==> config.mk <==
export PLATFORM = sky130hd
export DESIGN_NAME = alu_result_stage
export DESIGN_NICKNAME = d
export VERILOG_FILES = /design/src/rtl/alu_result_stage.sv
export SDC_FILE = /design/constraint.sdc
export NUM_CORES = 1
export LEC_CHECK = 0
export CAP_MARGIN = 10
export CORE_ASPECT_RATIO = 2
export CORE_MARGIN = 2
export CORE_UTILIZATION = 48
export CTS_CLUSTER_SIZE = 30
export DETAILED_ROUTE_END_ITERATION = 10
export MAX_ROUTING_LAYER = met4
export PLACE_DENSITY = 0.88
export SKIP_LAST_GASP = 1
export SYNTH_ARGS = -nofsm -noshare
export SYNTH_HDL_FRONTEND = slang
export SYNTH_SLANG_ARGS = --single-unit
==> constraint.sdc <==
create_clock -name clk -period 2.2 [get_ports clk]
set_clock_uncertainty 0.2 [all_clocks]
set_input_delay 0.44 -clock clk [delete_from_list [all_inputs] [get_ports clk]]
set_output_delay 0.44 -clock clk [all_outputs]
set_load 0.005 [all_outputs]
==> src/rtl/alu_result_stage.sv <==
// Output stage behind adder_substractor: a 2-entry FIFO that narrows 32-bit results to 16 bits
// and attaches zero/negative/overflow flags. It also keeps a saturating count of overflow events.
module alu_result_stage #(
    parameter bit SATURATE = 1'b1,
    parameter int CNT_W    = 8
) (
    input  logic             clk,
    input  logic             rst_n,
    input  logic             in_valid,
    output logic             in_ready,
    input  logic [31:0]      in_result,
    input  logic             in_mode,
    output logic             out_valid,
    input  logic             out_ready,
    output logic [15:0]      out_data,
    output logic             out_mode,
    output logic             out_zero,
    output logic             out_neg,
    output logic             out_ovf,
    output logic [CNT_W-1:0] ovf_count,
    input  logic             ovf_clr
);

    typedef struct packed {
        logic [15:0] data;
        logic        mode;
        logic        zero;
        logic        neg;
        logic        ovf;
    } entry_t;

    entry_t     mem [2];
    entry_t     new_entry;
    entry_t     head;
    logic [1:0] count;
    logic       wptr;
    logic       rptr;
    logic       push;
    logic       pop;

    assign in_ready  = (count != 2'd2);
    assign out_valid = (count != 2'd0);
    assign push      = in_valid & in_ready;
    assign pop       = out_valid & out_ready;

    // The result fits in 16 signed bits only when bits 31..15 are all copies of the sign.
    always_comb begin
        new_entry      = '0;
        new_entry.ovf  = ~((&in_result[31:15]) | ~(|in_result[31:15]));
        new_entry.mode = in_mode;
        if (SATURATE && new_entry.ovf) begin
            new_entry.data = in_result[31] ? 16'h8000 : 16'h7FFF;
        end else begin
            new_entry.data = in_result[15:0];
        end
        new_entry.zero = (new_entry.data == 16'h0000);
        new_entry.neg  = new_entry.data[15];
    end

    always_ff @(posedge clk or negedge rst_n) begin
        if (!rst_n) begin
            count <= 2'd0;
            wptr  <= 1'b0;
            rptr  <= 1'b0;
            for (int i = 0; i < 2; i++) begin
                mem[i] <= '0;
            end
        end else begin
            if (push) begin
                mem[wptr] <= new_entry;
                wptr      <= ~wptr;
            end
            if (pop) begin
                rptr <= ~rptr;
            end
            case ({push, pop})
                2'b10:   count <= count + 2'd1;
                2'b01:   count <= count - 2'd1;
                default: count <= count;
            endcase
        end
    end

    // A clear wins over a simultaneous overflow push; the count sticks at all-ones.
    always_ff @(posedge clk or negedge rst_n) begin
        if (!rst_n) begin
            ovf_count <= '0;
        end else if (ovf_clr) begin
            ovf_count <= '0;
        end else if (push && new_entry.ovf && (ovf_count != '1)) begin
            ovf_count <= ovf_count + CNT_W'(1);
        end
    end

    assign head     = mem[rptr];
    assign out_data = head.data;
    assign out_mode = head.mode;
    assign out_zero = head.zero;
    assign out_neg  = head.neg;
    assign out_ovf  = head.ovf;

endmodule

==> results.md, run 1 <==
- Place WS: -0.285 ns
- Pleak: 1.54 nW
- Antenna Cells: 0
- TNS Setup: -2.00 ns
- Vias in the first global route: 2,196
- GRT Total Usage: between 20 and 25%
- Crit-path max FO: 10
- Total chip power: between 4 and 5 mW
- Power per cell area: between 1000 and 1500 nW/um^2
- Critical R2R Launch: ovf_count[0]$_DFFE_PN0P_
- Worst relative slew slack: roughly two thirds
- FF-to-FF End: ovf_count[6]$_DFFE_PN0P_
- R2R depth: 6
- Violated checks: negative setup slack
- Final wirelength: about 6300 microns
- Total grt overflow: 0
- Port Buf Inserts: 67
- Reg clk slew, reported paths: ~0.090 ns
- Layout Nets: roughly 360
- Area post-placement: 3380 sq um
- First-pass GRT wire length: around 9800 microns
- Core area: between 5000 and 6000 sq um
- WP data required: 1.56 ns
- Final ANT Viol Nets: 0
- Synth top area cells: dfrtp_1 50%, mux2_2 12%, nand2_1 5.2%
- Synthesis warning total: 0
- GP Congestion: about 0.78
- Drt wl/cell: 16.7 microns
- Async S/R FF share, synth: between 90% and 100%
- Share of cells above drive strength 1: between 20% and 30%
- CTS tree: yes
- Internal: around 2.8 mW
- Synthesis-stage register bit count: 50
- Syn Inst Count: 235
- Clock power share: between 10% and 20%
- Crit Path Class: reg -> out
- Die area: slightly below 6000 sq um
- Largest net degree at the start of global routing: 36
- Worst Hold Class: reg -> reg
- Startpoint types: flip-flop
- Slew @ Worst Pin: between 0.4 and 0.5 ns
- Ports: 68
- CTS Buf Count: 5
- Initial DRC Count: 75
- Avg Cell Area, Syn: ~11 sq um
- Rows: 37
- Initial Util: between 40% and 50%
- Detail-routed via count per cell: 5.77
- Tmin final: between 2 and 2.5 ns
- Worst-Skew Late Latency: 0.31 ns
- Net Count, Synth: 275
- RSZ-0062 raised after global routing: true
- Clock H-tree levels: 2
- Fin crit share: 106%
- Initial antenna violation count: 0
- Final setup fails: 16
- Post-Syn Area: 2520 sq um
- Worst setup margin: -0.143 ns
- Detailed-route via count: about 2,200
- Crit path from: rptr$_DFFE_PN0P_
- Critical Path AT: about 1.7 ns
- Sw Ratio: ~33%
- CTS sink cnt: 50
- DP HPWL: between 4000 and 5000 microns
- R2R Setup Slk: slightly below 0.3 ns
- Die Y-Extent: roughly 110 microns
- Crit end category: primary output
- Post-synth EDFFs: 0
- Seq/Total Area, Yosys: around half
- Yosys cell types: between 40 and 50
- Post-synth top area cell: dfrtp_1
- Commonest non-fill, non-tap cells in the layout: 62 x clkdlybuf4s50_1, 49 x dfrtp_1, 35 x nand2_1, 26 x mux2_2, 18 x o21ai_1
- Share of total power in combinational logic: between 40% and 50%
- Slew Limit Fails: 0
- Sequential share of power: a little under two fifths
- CTS Buffer Depth: 2
- DRC: 0
- Commonest non-fill, non-tap cell in the layout: clkdlybuf4s50_1
- Area delta synth->final: 40.4%
- Top cell type's share of synthesized area: roughly 50%
- Max VDD drop: ~0.00075 V
- Root Driver: clkbuf_8
- Max-Cap Viols: 0
- Drt first pass iters: 4
- Top FF cell, synth: dfrtp_1
- Worst Setup EP: out_data[12]
- Fmax: 427 MHz
- Switching power: 1.35 mW
- Fin. Hold Viols: 0
- Die W: 55.3 microns
- Post-route cell area: between 3000 and 4000 sq um
- Status: finished, violations left
- Final core occ: between 60% and 70%
cells by family after synthesis:
family / Yosys count / synth area share [%]
simple gates: 74 / 14.1
compound gates: 59 / 16.8
flops: 50 / 49.6
mux: 27 / 12.0
buf+inv: 15 / 3.82
xor+xnor: 8 / 2.78
fa+ha+maj: 2 / 0.991
synthesized netlist by cell type (2+ instances only):
master    count
a21oi_2      11
dfrtp_1      50
xor2_1        2
o21ai_1      18
buf_2         3
ha_1          2
xnor2_1       6
nand4_1       7
clkbuf_1      5
nor2_1       10
o21ai_2       8
mux2_2       26
nand3_1       4
a211oi_1      2
o21ai_0       6
nand2_1      35
nor4_1        8
buf_6         2
and2_1        2
a21oi_1       7
metrics by stage:
step	std cells	hold slack, ns
floorplan	235	-0.0556
global placement	363	0.204
detailed placement	363	0.209
CTS	372	0.283
global route	374	0.293
finish	374	0.282
worst min-delay path by stage:
stage	to	cells after the start	startpoint	slack, ns
after CTS	mem[16]$_DFFE_PN0P_	2	mem[16]$_DFFE_PN0P_	0.28
after global routing	mem[18]$_DFFE_PN0P_	2	mem[18]$_DFFE_PN0P_	0.29
final	mem[36]$_DFFE_PN0P_	2	mem[36]$_DFFE_PN0P_	0.28
after floorplan	count[0]$_DFFE_PN0P_	0	rst_n	-0.06
after global placement	count[0]$_DFFE_PN0P_	1	rst_n	0.20
after detailed placement	count[0]$_DFFE_PN0P_	1	rst_n	0.21
layer usage:
layer	GRT usage [%]	routed length, microns
met3	3.74	262
met2	40.5	3690
met1	21.2	2130
met5	-	0
met4	11.8	180
power groups by stage:
stage	clock network, mW	registers, mW	logic (mW)
finish	0.552	1.52	2.06
global route	0.595	1.56	2.23
CTS	0.559	1.51	2.04
detailed placement	0	1.53	2.02
global placement	0	1.50	1.97
floorplan	0	1.47	1.08
sequential cells by signal (all words and copies together), names as in the netlist:
register   flops
ovf_count      8
mem           38
count          2
wptr           1
rptr           1
area by class of cell:
type | instances | area [sq um]
Clock buffer | 7 | 86.3
Clock inverter | 1 | 5.00
Fill cell | 374 | 1550
Inverter | 1 | 3.75
Multi-Input combinational cell | 170 | 1210
Sequential cell | 50 | 1250
Tap cell | 58 | 72.6
Timing Repair Buffer | 87 | 912
worst max-delay path: stages (launching register included):
cell and delay (ns):
dfrtp_2 0.42, clkbuf_16 0.18, mux2_2 0.33, clkdlybuf4s50_1 0.45
what timing repair did:
| action | in CTS | in global routing |
|---|---|---|
| setup endpoints to repair | 20 | 30 |
| hold endpoints to repair | 18 | 0 |
| setup buffers | 0 | 1 |
| gates cloned | 0 | 1 |
| hold buffers | 1 | 0 |
| gates resized for setup | 0 | 9 |
Note: power is estimated with default switching activity, not from simulation.
==> inputs of run 2 (changes only) <==
Settings changed: GPL_ROUTABILITY_DRIVEN from default to 0, PLACE_DENSITY 0.88 to 0.79.
==> run 2 against run 1 <==
The run still ends with negative setup slack left; global-route usage shrank 0.21 points; final area shrank 0.35%; clock-buffer cell count shrank 2; first-iteration DRC count shrank 13%; non-clock buffer count shrank 2; largest power group unchanged.
==> results.md, run 2 (synthesis gave the netlist of run 1 again) <==
- Initial DRC Count: 65 (-13%)
- Final ANT Viol Nets: 0 (unchanged)
- Initial antenna violation count: 0 (unchanged)
- Share of cells above drive strength 1: 26.8% (-0.15 points)
- CTS Buf Count: 5 (unchanged)
- Critical R2R Launch: ovf_count[0]$_DFFE_PN0P_
- RSZ-0062 raised after global routing: true
- Pleak: 1.56 nW (+1.4%)
- Commonest non-fill, non-tap cell in the layout: clkdlybuf4s50_1
- Critical Path AT: 1.70 ns (about the same)
- Largest net degree at the start of global routing: 51 (+42%)
- Crit path from: rptr$_DFFE_PN0P_
- Antenna Cells: 0 (unchanged)
- Cts hold-fix bufs: 0 (-1)
- CP peak stage delay: 0.45 ns (about the same)
- Startpoint types: flip-flop
- Final core occ: 69.4% (-0.25 points)
- Crit end category: primary output
- Status: finished, violations left
- Die W: 55.3 microns (unchanged)
- Total grt overflow: 0 (unchanged)
- Ports: 68 (unchanged)
- Clock H-tree levels: 2 (unchanged)
- CTS sink cnt: 50 (unchanged)
- Largest register FFs: 38 (unchanged)
- CTS Buffer Depth: 2 (unchanged)
- Initial Util: 49.6% (unchanged)
- Crit Path Class: reg -> out
- Power per cell area: 1170 nW/um^2 (+0.13%)
- Vias in the first global route: 2,131 (-3.0%)
- Finished Layout Cells: 372 (-0.53%)
- Port Buf Inserts: 67 (unchanged)
- Final wirelength: 6200 microns (-0.85%)
- Top flop regs: mem x38, ovf_count x8, count x2
- Commonest non-fill, non-tap cells in the layout: 58 x clkdlybuf4s50_1, 50 x dfrtp_1, 35 x nand2_1, 26 x mux2_2, 18 x o21ai_1
- Rows: 37 (unchanged)
- Drt first pass iters: 4 (unchanged)
- CTS tree: yes
- GRT Total Usage: 21.7% (-0.21 points)
- Drt wl/cell: 16.7 microns (-0.31%)
- Crit-path max FO: 20 (+10)
- Slew @ Worst Pin: 0.643 ns (+0.163 ns)
- Total chip power: 4.13 mW (-0.22%)
- Hold WS: 0.0327 ns (-0.250 ns)
- DP HPWL: 4310 microns (-7.4%)
- Critical path's slowest cell: clkdlybuf4s50_1
- Biggest register: mem
- Worst Hold Class: in -> async
- Fillcell total: 409 (+9.4%)
- First-pass GRT wire length: 9850 microns (+0.50%)
- Worst relative slew slack: 57.1% (-11 points)
- Layout Nets: 353 (-0.56%)
- Tmin final: 2.34 ns (-0.00457 ns)
- Final setup fails: 20 (+4)
- WP data required: 1.56 ns (about the same)
- Slew Limit Fails: 0 (unchanged)
- Die area: 5890 sq um (unchanged)
- Detail-routed via count per cell: 5.56 (-3.5%)
- Root Driver: clkbuf_8
- Area delta synth->final: 39.9%
- Inst Count DP: 359 (-1.1%)
- Fin crit share: 106% (-0.21 points)
- Worst-Skew Late Latency: 0.30 ns (about the same)
- Place WS: -0.286 ns (-0.00110 ns)
- Reg clk slew, reported paths: 0.09 ns (about the same)
- Core area: 5090 sq um (unchanged)
- DRC: 0 (unchanged)
- Fmax: 428 MHz (+0.20%)
- Max-Cap Viols: 0 (unchanged)
- Detailed-route via count: 2,070 (-4.0%)
- Fin. Hold Viols: 0 (unchanged)
- Max VDD drop: 0.000917 V (+23%)
- Violated checks: negative setup slack
- Worst setup margin: -0.138 ns (+0.00457 ns)
- Crit-path cells: buf_12 -> mux2_2 -> clkdlybuf4s50_1
- Die Y-Extent: 107 microns (unchanged)
run 2: per-stage QoR:
step	setup TNS, ns	instance area [sq um]
global placement	-5.65	3340
floorplan	0	2520
detailed placement	-7.40	3340
global route	-3.07	3530
CTS	-2.58	3450
finish	-2.20	3530
run 2: path summary, 6_finish.rpt:
path	to	slack, ns	cells past startpoint
hold / removal	mem[24]$_DFFE_PN0P_	0.03	2
max in group asynchronous	ovf_count[7]$_DFFE_PN0P_	1.33	2
setup reg to reg	ovf_count[6]$_DFFE_PN0P_	0.20	6
hold reg to reg	mem[38]$_DFFE_PN0P_	0.28	2
setup / recovery	out_data[6]	-0.14	3
min in group clk	mem[38]$_DFFE_PN0P_	0.28	2
run 2: per-layer routing:
metal	part of all wire (%)	up-vias	global-route usage [%]
li1	-	987	-
met1	37	1013	22.9
met2	57	59	39.4
met3	3.2	11	2.77
met4	2.6	0	10.5
met5	0	-	-
run 2: worst max-delay path, delay by kind of cell, from the launching register on:
kind / cells / cell delay, ns
buffers and inverters: 2 / 0.63
flip-flops: 1 / 0.39
multiplexers: 1 / 0.38
run 2: final cells by class:
| cell class | count | area [sq um] | area share [%] |
|---|---|---|---|
| multi-input combinational | 170 | 1210 | 34.3 |
| timing repair buffer | 85 | 885 | 25.0 |
| inverter | 1 | 3.75 | 0.106 |
| sequential | 50 | 1250 | 35.4 |
| clock inverter | 3 | 40.0 | 1.13 |
| tap | 58 | 72.6 | 2.05 |
| clock buffer | 5 | 68.8 | 1.95 |
run 2: what timing repair did:
| action | 4_1_cts | 5_1_grt |
|---|---|---|
| pin swaps | 0 | 8 |
| setup endpoints to repair | 20 | 31 |
| resized for setup | 0 | 12 |
| buffers inserted | 0 | 5 |
run 2: where the power goes:
part           internal (mW)  leakage, nW  total, mW  switching [mW]
sequential              1.30        0.621       1.50           0.203
clock                  0.335       0.0579      0.640           0.305
combinational           1.18        0.885       1.98           0.802
==> inputs of run 3 (changes only) <==
Settings changed: ABC_AREA from default to 0, CORE_UTILIZATION 48 to 50, DONT_BUFFER_PORTS from default to 1, PLACE_DENSITY 0.79 to default.
==> run 3 against run 2 <==
The flow now finishes without violations; clock-buffer cell count rose by 2; critical path depth rose by 3; sequential share of layout area rose by 10 points; setup slack improved by 0.29 ns; maximum frequency rose by 14%; critical endpoint is now ovf_count[6]$_DFFE_PN0P_; clock power fell by 3%.
==> results.md, run 3 (synthesis gave the netlist of run 1 again) <==
- Area post-placement: 2590 sq um (-22%)
- Initial Util: 51.9% (+2.3 points)
- Crit Path Class: reg -> reg
- Rows: 36 (-2.7%)
- Largest net degree at the start of global routing: 51 (unchanged)
- HP Start: ovf_clr
- Power per cell area: 1270 nW/um^2 (+8.6%)
- Fillcell total: 428 (+4.6%)
- WP data required: 2.18 ns (+0.62 ns)
- Die Y-Extent: 104 microns (-1.9%)
- Max-Cap Viols: 0 (unchanged)
- Critical Path AT: 2.03 ns (+0.33 ns)
- Initial DRC Count: 49 (-25%)
- Die W: 54.3 microns (-1.9%)
- Fmax: 489 MHz (+14%)
- Detail-routed via count per cell: 6.16 (+11%)
- Multi-input gate area: 1200 sq um (-1.3%)
- Layout Nets: 279 (-21%)
- Reg clk slew, reported paths: 0.08 ns (about the same)
- CTS tree: yes
- Pleak: 1.18 nW (-25%)
- CTS Buffer Depth: 2 (unchanged)
- CTS Buf Count: 5 (unchanged)
- Internal: 2.26 mW (-20%)
- Fin crit share: 92.9% (-13 points)
- Status: finished clean
- Final setup fails: 0 (-100%)
- Commonest non-fill, non-tap cells in the layout: 50 x dfrtp_1, 35 x nand2_1, 26 x mux2_2, 18 x o21ai_1, 11 x a21oi_2
- Place WS: 0.0577 ns (+0.343 ns)
- Crit path from: ovf_count[0]$_DFFE_PN0P_
- DRC: 0 (unchanged)
- Startpoint types: flip-flop
- Biggest register: mem
- GRT Total Usage: 23.1% (+1.4 points)
- Worst Hold Class: in -> reg
- Top flop regs: mem x38, ovf_count x8, count x2
- DP HPWL: 4430 microns (+2.6%)
- Fin. Hold Viols: 0 (unchanged)
- Detailed-route via count: 1,829 (-12%)
- Slew @ Worst Pin: 0.497 ns (-0.146 ns)
- Ports: 68 (unchanged)
- Root Driver: clkbuf_8
- Hold WS: 0.0260 ns (-0.00662 ns)
- Critical R2R Launch: ovf_count[0]$_DFFE_PN0P_
- Vias in the first global route: 1,927 (-9.6%)
- Share of cells above drive strength 1: 28.7% (+2.0 points)
- Commonest non-fill, non-tap cell in the layout: dfrtp_1
- Clock power share: 17.9% (+2.4 points)
- Post_cts resized: 0 (unchanged)
- Slew Limit Fails: 0 (unchanged)
- Total chip power: 3.48 mW (-16%)
- Sw Ratio: 35.0% (+3.3 points)
- Final wirelength: 5890 microns (-5.1%)
- First-pass GRT wire length: 9390 microns (-4.7%)
- Share of total power in combinational logic: 38.6% (-9.4 points)
- Port Buf Inserts: 0 (-100%)
- RSZ-0062 raised after global routing: false
- Switching power: 1.22 mW (-6.7%)
- TNS Setup: 0 ns (+2.20 ns)
- Final ANT Viol Nets: 0 (unchanged)
- FF+latch area: 1250 sq um (unchanged)
- Tmin final: 2.04 ns (-0.294 ns)
- Core area: 4860 sq um (-4.5%)
- Worst-Skew Late Latency: 0.29 ns (about the same)
- Drt wl/cell: 19.8 microns (+19%)
- Worst relative slew slack: 66.8% (+9.6 points)
- Worst setup margin: 0.156 ns (+0.294 ns)
- Largest register FFs: 38 (unchanged)
- Total grt overflow: 0 (unchanged)
- Die area: 5670 sq um (-3.8%)
- Sequential share of power: 43.6% (+7.2 points)
- Antenna Cells: 0 (unchanged)
- Drt first pass iters: 4 (unchanged)
- Initial antenna violation count: 0 (unchanged)
- Clock H-tree levels: 2 (unchanged)
- Crit end category: flip-flop
- Max VDD drop: 0.000754 V (-18%)
- Crit-path max FO: 5 (-75%)
- Area delta synth->final: 8.87%
- Post-route cell area: 2750 sq um (-22%)
- CTS sink cnt: 50 (unchanged)
-- run 3: cell types whose count changed in the layout (fill, tap and decap cells not counted), sizes merged --
cell and change:
clkinv -2, clkdlybuf4s50 -58, dlygate4sd3 +2, dlymetal6s2s -8, clkbuf +1, buf -9
-- run 3: area by class of cell --
type	count	area share, %
Tap cell	57	2.59
Timing Repair Buffer	11	4.37
Clock buffer	7	2.78
Clock inverter	1	1.09
Multi-Input combinational cell	170	43.5
Sequential cell	50	45.5
Inverter	1	0.137
-- run 3: routing by layer --
metal / GRT usage (%) / share of wire (%) / vias to the layer above
met2: 39.3 / 55 / 75
met1: 24.2 / 36 / 897
met3: 5.32 / 7.2 / 9
met5: - / 0 / -
li1: - / - / 848
met4: 9.46 / 2.1 / 0
-- run 3: worst max-delay path, cell delays in order (launching register included) --
cell      delay, ns
dfrtp_1        0.44
ha_1           0.29
nand3_1        0.12
o211ai_2       0.15
a21oi_2        0.29
nand4_1        0.15
mux2_2         0.29
-- run 3: power by group through the flow --
stage | Combinational, mW | Sequential (mW) | Clock [mW]
2_1_floorplan | 1.08 | 1.47 | 0
3_3_place_gp | 1.26 | 1.50 | 0
3_5_place_dp | 1.33 | 1.54 | 0
4_1_cts | 1.37 | 1.52 | 0.635
5_1_grt | 1.48 | 1.56 | 0.678
6_report | 1.34 | 1.52 | 0.622
-- run 3: repair_timing --
item	4_1_cts	5_1_grt
hold endpoints to repair	55	0
hold buffers	3	0
setup endpoints to repair	0	0
buffers inserted	0	0
-- run 3: worst paths after layout --
kind                       cells past startpoint                        to  slack [ns]
max                                            6  ovf_count[6]$_DFFE_PN0P_        0.16
max reg2reg                                    6  ovf_count[6]$_DFFE_PN0P_        0.16
min reg2reg                                    1          rptr$_DFFE_PN0P_        0.27
max in group asynchronous                      2  ovf_count[5]$_DFFE_PN0P_        1.13
min in group asynchronous                      2       mem[10]$_DFFE_PN0P_        0.44
min                                            1  ovf_count[0]$_DFFE_PN0P_        0.03
-- run 3: through the flow --
stage	std cells	util, %
after floorplan	235	-
after global placement	286	53.3
after detailed placement	286	53.3
after CTS	297	56.5
after global routing	297	56.5
final	297	56.5
